### config.mk
export PLATFORM = sky130hd
export DESIGN_NAME = flush_logic
export DESIGN_NICKNAME = d
export VERILOG_FILES = /design/src/rtl/flush_logic.sv
export SDC_FILE = /design/constraint.sdc
export NUM_CORES = 1
export LEC_CHECK = 0
export ABC_AREA = 1
export CORE_MARGIN = 2
export CORE_UTILIZATION = 27
export DETAILED_ROUTE_END_ITERATION = 12
export PLACE_DENSITY = 0.88
export SLEW_MARGIN = 20
export SYNTH_ARGS = -nofsm -noshare
export SYNTH_HDL_FRONTEND = slang
export SYNTH_SLANG_ARGS = --single-unit
### constraint.sdc
create_clock -name clock -period 1.65 [get_ports clock]
set_input_delay 0.33 -clock clock [delete_from_list [all_inputs] [get_ports clock]]
set_output_delay 0.33 -clock clock [all_outputs]
set_load 0.01 [all_outputs]
### src/rtl/flush_logic.sv
// Flush generator: decodes the execute-stage opcode and ALU flags into a squash request for fetch/decode.
// flush/flush_kind are combinational; flush_d1 lags by one unstalled edge; optional counter under FLUSH_STATS_EN.
module flush_logic (
  output logic        flush,
  input  logic [4:0]  opcode,
  input  logic        isNotEqual,
  input  logic        isLessThan,
  input  logic        clock,
  input  logic        reset,
  input  logic        stall,
  output logic        flush_d1,
  output logic [1:0]  flush_kind,
  output logic [31:0] flush_count
);

  localparam logic [1:0] KIND_NONE   = 2'd0;
  localparam logic [1:0] KIND_JUMP   = 2'd1;
  localparam logic [1:0] KIND_BRANCH = 2'd2;

  localparam logic [4:0] OP_J   = 5'b00001;
  localparam logic [4:0] OP_BNE = 5'b00010;
  localparam logic [4:0] OP_JAL = 5'b00011;
  localparam logic [4:0] OP_JR  = 5'b00100;
  localparam logic [4:0] OP_BLT = 5'b00110;
  localparam logic [4:0] OP_BEX = 5'b10110;

  logic [1:0] kind;
  logic       flush_d1_q;
  logic       flush_d1_d;

  // Each opcode reads only its own flag, so an unknown unused flag cannot reach flush.
  always_comb begin
    kind = KIND_NONE;
    case (opcode)
      OP_J, OP_JAL, OP_JR: kind = KIND_JUMP;
      OP_BNE, OP_BEX:      if (isNotEqual) kind = KIND_BRANCH;
      OP_BLT:              if (isLessThan) kind = KIND_BRANCH;
      default:             kind = KIND_NONE;
    endcase
  end

  assign flush_kind = kind;
  assign flush      = (kind != KIND_NONE);

  assign flush_d1_d = stall ? flush_d1_q : flush;

  always_ff @(posedge clock or negedge reset) begin
    if (!reset) begin
      flush_d1_q <= 1'b0;
    end else begin
      flush_d1_q <= flush_d1_d;
    end
  end

  assign flush_d1 = flush_d1_q;

`ifdef FLUSH_STATS_EN
  logic [31:0] count_q;
  logic [31:0] count_d;

  // A stalled instruction is counted only on the edge where it advances.
  always_comb begin
    count_d = count_q;
    if (flush && !stall && (count_q != 32'hFFFF_FFFF)) begin
      count_d = count_q + 32'd1;
    end
  end

  always_ff @(posedge clock or negedge reset) begin
    if (!reset) begin
      count_q <= 32'd0;
    end else begin
      count_q <= count_d;
    end
  end

  assign flush_count = count_q;
`else
  assign flush_count = 32'd0;
`endif

endmodule

==> results.md, run 1 <==
- Run status: finished, final reports clean
- Dominant cells by area after synthesis: buf_4, nand2_1, dfrtp_1
- Post-layout nets: 82
- Die H: between 40 and 50 um
- Leakage: roughly 0.28 nW
- Int Pwr: 0.0000560 W
- Power Density: about 280 mW/mm^2
- Peak supply drop: 0.0000671 V
- Gpl congestion: 0.525
- Final Non-Filler Cells: 85
- Post-Syn Instances: 57
- Ys Warns: 0
- Number of DRC markers in iteration 0: 2
- # diodes: 0
- Period minus WS final: 1.50 ns
- Crit-path max FO: 3
- RSZ-0062 raised after global routing: no
- Number of synthesized register bits: 1
- Sequential element share of the synthesized area: 0.0669
- Ordered list of cells on the worst path: dlygate4sd2_1 -> inv_1 -> nor2_2 -> nand3_1 -> nand2_1 -> nand2_2 -> nand3_2 -> buf_6
- Remaining global-route overflow: 0
- Die area: 0.00170 mm^2
- CP peak stage delay: around 0.22 ns
- Share of cells above drive strength 1: 0.143
- Max Fclk: 668 MHz
- Sw power: 0.0000552 W
- DP HPWL: ~530 um
- CP arrival: 1.17 ns
- Gr usage total: 0.0476
- Routed Antenna Nets: 0
- Drt via density: 3.24
- Crit-path slowest cell: dlygate4sd2_1
- I/O Buffers: 13
- Gate power share: 0.751
- P&R area growth vs syn: 6.35%
- Row Count: 13
- Vias in the first global route: 178
- Max reg flops: 1
- IO Pins: between 40 and 50
- Fin crit share: 0.907
- Wire per inst: ~6.8 um
- Yosys top cell area share: 0.642
- Max Cap Viol: 0
- Placed cells: 84
- Die width: 41.2 um
- Sequential power share: 0.249
- Router iterations before antenna repair: 3
- Max Slew Vio Count: 0
- CP Launch Type: input port
- Critical Path RT: approximately 1.3 ns
- Core area: 0.00130 mm^2
- Mapped Area: 374 um^2
- Largest net degree at the start of global routing: 4
- Filler instances: between 100 and 150
- Largest area contributor in the netlist: buf_4
- Clock transition at path regs: 0 ns
- Type of destination of the critical path: primary output
- Layout Skew: 0 ns
- Hold Vio Cnt, Final: 0
- Total number of vias: around 280
- Post-route core utilization: 0.306
- Syn_area_per_cell: about 6.6 um^2
- Clk pwr share: 0
- Initial antenna violation count: 0
- Worst Hold Class: flip-flop to flip-flop
- Worst path top cell family by delay: simple AND/OR/NAND/NOR gates
- CP Class: input port to primary output
- Worst-Skew Late Latency: 0 ns
- First-pass GRT wire length: 572 um
- Initial Util: 0.288
- Switch share: 0.496
- Final setup viols: 0
- Setup TNS: 0 ns
- Netlist cell types: 11
- Routed WL: 574 um
- CP Buf/Inv Count: 3
- DR DRC count: 0
-- layer usage --
metal  part of all wire  vias to the layer above  wire, um  track usage
met5                  0                        -         0            0
met4                  0                        0         0            0
met3               0.20                        0       117       0.0109
met2               0.58                       23       335        0.137
met1               0.21                      117       121       0.0190
li1                   -                      135         -            -
-- power groups by stage --
stage	Clock (W)	Combinational (W)	Sequential (W)
2_1_floorplan	0	0.000103	0.0000287
3_3_place_gp	0	0.0000820	0.0000277
3_5_place_dp	0	0.0000837	0.0000277
4_1_cts	0	0.0000822	0.0000277
5_1_grt	0	0.0000928	0.0000281
6_report	0	0.0000835	0.0000277
-- placed cells by master (no fill, tap or decap) --
cell type | synthesis | layout
conb_1 | 1 | 32
nand2_1 | 9 | 9
clkdlybuf4s50_1 | 0 | 5
inv_1 | 5 | 4
dlygate4sd2_1 | 0 | 4
nor2_2 | 2 | 3
nand3_1 | 2 | 2
buf_2 | 0 | 2
inv_2 | 0 | 1
nand2_2 | 1 | 1
nand4_1 | 1 | 1
nor2_1 | 2 | 1
nand3_2 | 1 | 1
dfrtp_1 | 1 | 1
dlymetal6s2s_1 | 0 | 1
buf_6 | 0 | 1
buf_4 | 32 | 1
-- cell families (layout without fill, tap and decap cells) --
group,count (synthesis),count (layout),synth area share
AND/OR/NAND/NOR,18,18,0.231
flip-flops,1,1,0.0669
buffers and inverters,37,19,0.692
other,1,32,0.0100
-- path summary, 6_finish.rpt --
| kind | start | end | slack (ns) | cells past startpoint |
|---|---|---|---|---|
| worst min register to register | flush_d1$_DFFE_PN0N_ | flush_d1$_DFFE_PN0N_ | 0.46 | 2 |
| worst max-delay path | opcode[2] | flush | 0.15 | 8 |
| max in group asynchronous | reset | flush_d1$_DFFE_PN0N_ | 1.07 | 1 |
| min in group asynchronous | reset | flush_d1$_DFFE_PN0N_ | 0.48 | 1 |
| worst max register to register | flush_d1$_DFFE_PN0N_ | flush_d1$_DFFE_PN0N_ | 1.08 | 2 |
| worst min-delay path | flush_d1$_DFFE_PN0N_ | flush_d1$_DFFE_PN0N_ | 0.46 | 2 |
-- worst register-to-register path, cell delays in order, from the launching register on --
cell	delay, ns
dfrtp_1	0.35
nand2_1	0.06
nand2_1	0.05
-- cell usage after synthesis --
cell type  number
nor2_2          2
nand2_1         9
dfrtp_1         1
conb_1          1
nor2_1          2
nand2_2         1
nand4_1         1
buf_4          32
inv_1           5
nand3_2         1
nand3_1         2
-- per-stage QoR --
step | setup WS (ns) | hold slack, ns | cell area, um^2 | total power (W)
after global routing | 0.0606 | 0.493 | 398 | 0.000121
after CTS | 0.0289 | 0.465 | 395 | 0.000110
after floorplan | 0.572 | 0.0344 | 490 | 0.000132
after detailed placement | -0.513 | 0.466 | 399 | 0.000111
after global placement | -0.451 | 0.460 | 399 | 0.000110
final | 0.154 | 0.461 | 398 | 0.000111
-- repair_timing --
action	in CTS	in global routing
setup buffers	1	0
cloned	0	0
resized for setup	18	2
setup endpoints to repair	3	2
pin swaps	5	0
hold buffers	0	0
-- final cells by class --
cell class	instances	area, um^2	share of cell area
Sequential cell	1	25.0	0.0629
Multi-Input combinational cell	50	209	0.525
Tap cell	15	18.8	0.0472
Inverter	5	18.8	0.0472
Timing Repair Buffer	14	126	0.318
(Power assumes the default switching activity.)
==> inputs of run 2 (changes only) <==
--- a/config.mk
+++ b/config.mk
@@ -6,7 +6,7 @@
 export NUM_CORES = 1
 export LEC_CHECK = 0
 export ABC_AREA = 1
-export CORE_MARGIN = 2
+export CORE_MARGIN = 3
 export CORE_UTILIZATION = 27
 export DETAILED_ROUTE_END_ITERATION = 12
 export PLACE_DENSITY = 0.88
==> run 2 against run 1 <==
First-iteration DRC count increased to 2.5 times the previous value. Final area is the same. Via count down 4.4%. Die area is 9.9% higher. Core utilization rose by 2.5 points. Routed wire length is 0.52% lower. Critical endpoint is now flush_kind[1]. Largest cell class unchanged.
==> results.md, run 2 (same netlist as run 1, synthesis figures left out) <==
- Fin crit share: 0.886
- Worst-Skew Late Latency: 0 ns
- Run status: finished, final reports clean
- Critical Path RT: 1.32 ns
- Initial Util: 0.311
- Period minus WS final: between 1 and 1.5 ns
- Final setup viols: 0
- Critical path depth: 8
- Gpl congestion: ~0.58
- Setup crit end: flush_kind[1]
- Commonest non-fill, non-tap cell in the layout: conb_1
- Post-layout nets: 82
- Routed Antenna Nets: 0
- Placed cells: 84
- Layout Skew: 0 ns
- Hold Vio Cnt, Final: 0
- I/O Buffers: 13
- Crit. Startpoint: opcode[1]
- Remaining global-route overflow: 0
- IO Pins: 46
- CP Buf/Inv Count: 3
- Clock transition at path regs: 0 ns
- CP peak stage delay: approximately 0.21 ns
- Total number of vias: 263
- R2R depth: 2
- Type of destination of the critical path: primary output
- Drt via density: between 3 and 4
- Crit-path max FO: 3
- Number of DRC markers in iteration 0: 5
- Leakage: ~0.28 nW
- Vias in the first global route: 174
- Die area: 0.00187 mm^2
- Core area: 0.00120 mm^2
- Worst Hold Class: flip-flop to flip-flop
- Max Cap Viol: 0
- CP arrival: 1.13 ns
- # diodes: 0
- Max Fclk: roughly 700 MHz
- Reg-to-reg startpoint: flush_d1$_DFFE_PN0N_
- Max Slew Vio Count: 0
- Worst path top cell family by delay: simple AND/OR/NAND/NOR gates
- Largest net degree at the start of global routing: 4
- RSZ-0062 raised after global routing: no
- P&R area growth vs syn: 6.35%
- Initial antenna violation count: 0
- Ordered list of cells on the worst path: dlygate4sd2_1 -> inv_1 -> nor2_2 -> nand3_1 -> nand2_1 -> nand2_2 -> nand2_1 -> buf_2
- Share of cells above drive strength 1: 0.129
- CP Class: input port to primary output
- CP Launch Type: input port
- Crit-path slowest cell: dlygate4sd2_1
- Most frequent cells in the layout: conb_1, nand2_1, clkdlybuf4s50_1, inv_1, dlygate4sd2_1
- Die H: ~43 um
- CTS Hold Bufs: 0
- Peak supply drop: 0.0000551 V
- Router iterations before antenna repair: 4
- Max reg flops: 1
- Pwr Total: 0.000111 W
- Wire per inst: a little under 7 um
- RR Endpoint: flush_d1$_DFFE_PN0N_
- FF-to-FF setup slack: 1.07 ns
- First-pass GRT wire length: 703 um
- Routed WL: 571 um
- Power Density: 278 mW/mm^2
- # Post-CTS Setup Buffers: 0
- Final Non-Filler Cells: 84
- Gr usage total: 0.0441
- Row Count: 12
- Crit-path most repeated cell: nand2_1
- DP HPWL: roughly 540 um
- Die width: 43.2 um
- DR DRC count: 0
==> run 2: cell count changes in the layout (fill, tap and decap cells not counted) <==
cell / delta
nor2_1: +1
dlygate4sd2_1: -1
nor2_2: -1
dlymetal6s2s_1: +1
==> run 2: repair_timing <==
item / CTS / global route
pin swaps: 5 / 1
setup endpoints to repair: 3 / 3
gates resized for setup: 16 / 3
==> run 2: how the worst min path moves through the flow <==
| stage | endpoint | slack (ns) | start | cells after the start |
|---|---|---|---|---|
| final | flush_d1$_DFFE_PN0N_ | 0.47 | flush_d1$_DFFE_PN0N_ | 2 |
| after global routing | flush_d1$_DFFE_PN0N_ | 0.50 | reset | 1 |
| after CTS | flush_d1$_DFFE_PN0N_ | 0.47 | flush_d1$_DFFE_PN0N_ | 2 |
| after detailed placement | flush_d1$_DFFE_PN0N_ | 0.47 | flush_d1$_DFFE_PN0N_ | 2 |
| after global placement | flush_d1$_DFFE_PN0N_ | 0.46 | flush_d1$_DFFE_PN0N_ | 2 |
| after floorplan | flush_d1$_DFFE_PN0N_ | 0.03 | reset | 0 |
==> run 2: per-stage QoR <==
step / utilization / worst slack, ns / cell area, um^2 / setup TNS [ns] / hold slack, ns
final: 0.331 / 0.189 / 398 / 0 / 0.472
after global routing: 0.331 / 0.0652 / 398 / 0 / 0.496
after CTS: 0.327 / 0.000756 / 393 / 0 / 0.469
after detailed placement: 0.338 / -0.489 / 405 / -1.42 / 0.467
after global placement: 0.338 / -0.442 / 405 / -1.28 / 0.463
after floorplan: - / 0.572 / 490 / 0 / 0.0344
==> run 2: report_power, final <==
part           internal (W)  switching [W]  total (W)
Combinational     0.0000294      0.0000535  0.0000829
Clock                     0              0          0
Sequential        0.0000268    0.000000958  0.0000278
==> run 2: per-layer routing <==
layer / vias to the layer above / wire [um] / track usage
met3: 0 / 128 / 0.00424
met2: 28 / 292 / 0.0914
li1: 132 / - / -
met1: 103 / 150 / 0.0490
met5: - / 0 / 0
met4: 0 / 0 / 0
==> run 2: area by class of cell <==
class / count / area, um^2
fillers: 135 / 803
multi-input cells: 50 / 206
repair buffers: 14 / 130
flip-flops and latches: 1 / 25.0
inverters: 5 / 18.8
well taps: 14 / 17.5
==> run 2: worst register-to-register path, stage by stage (launching register included) <==
cell	delay (ns)
dfrtp_1	0.36
nand2_1	0.06
nand2_1	0.05
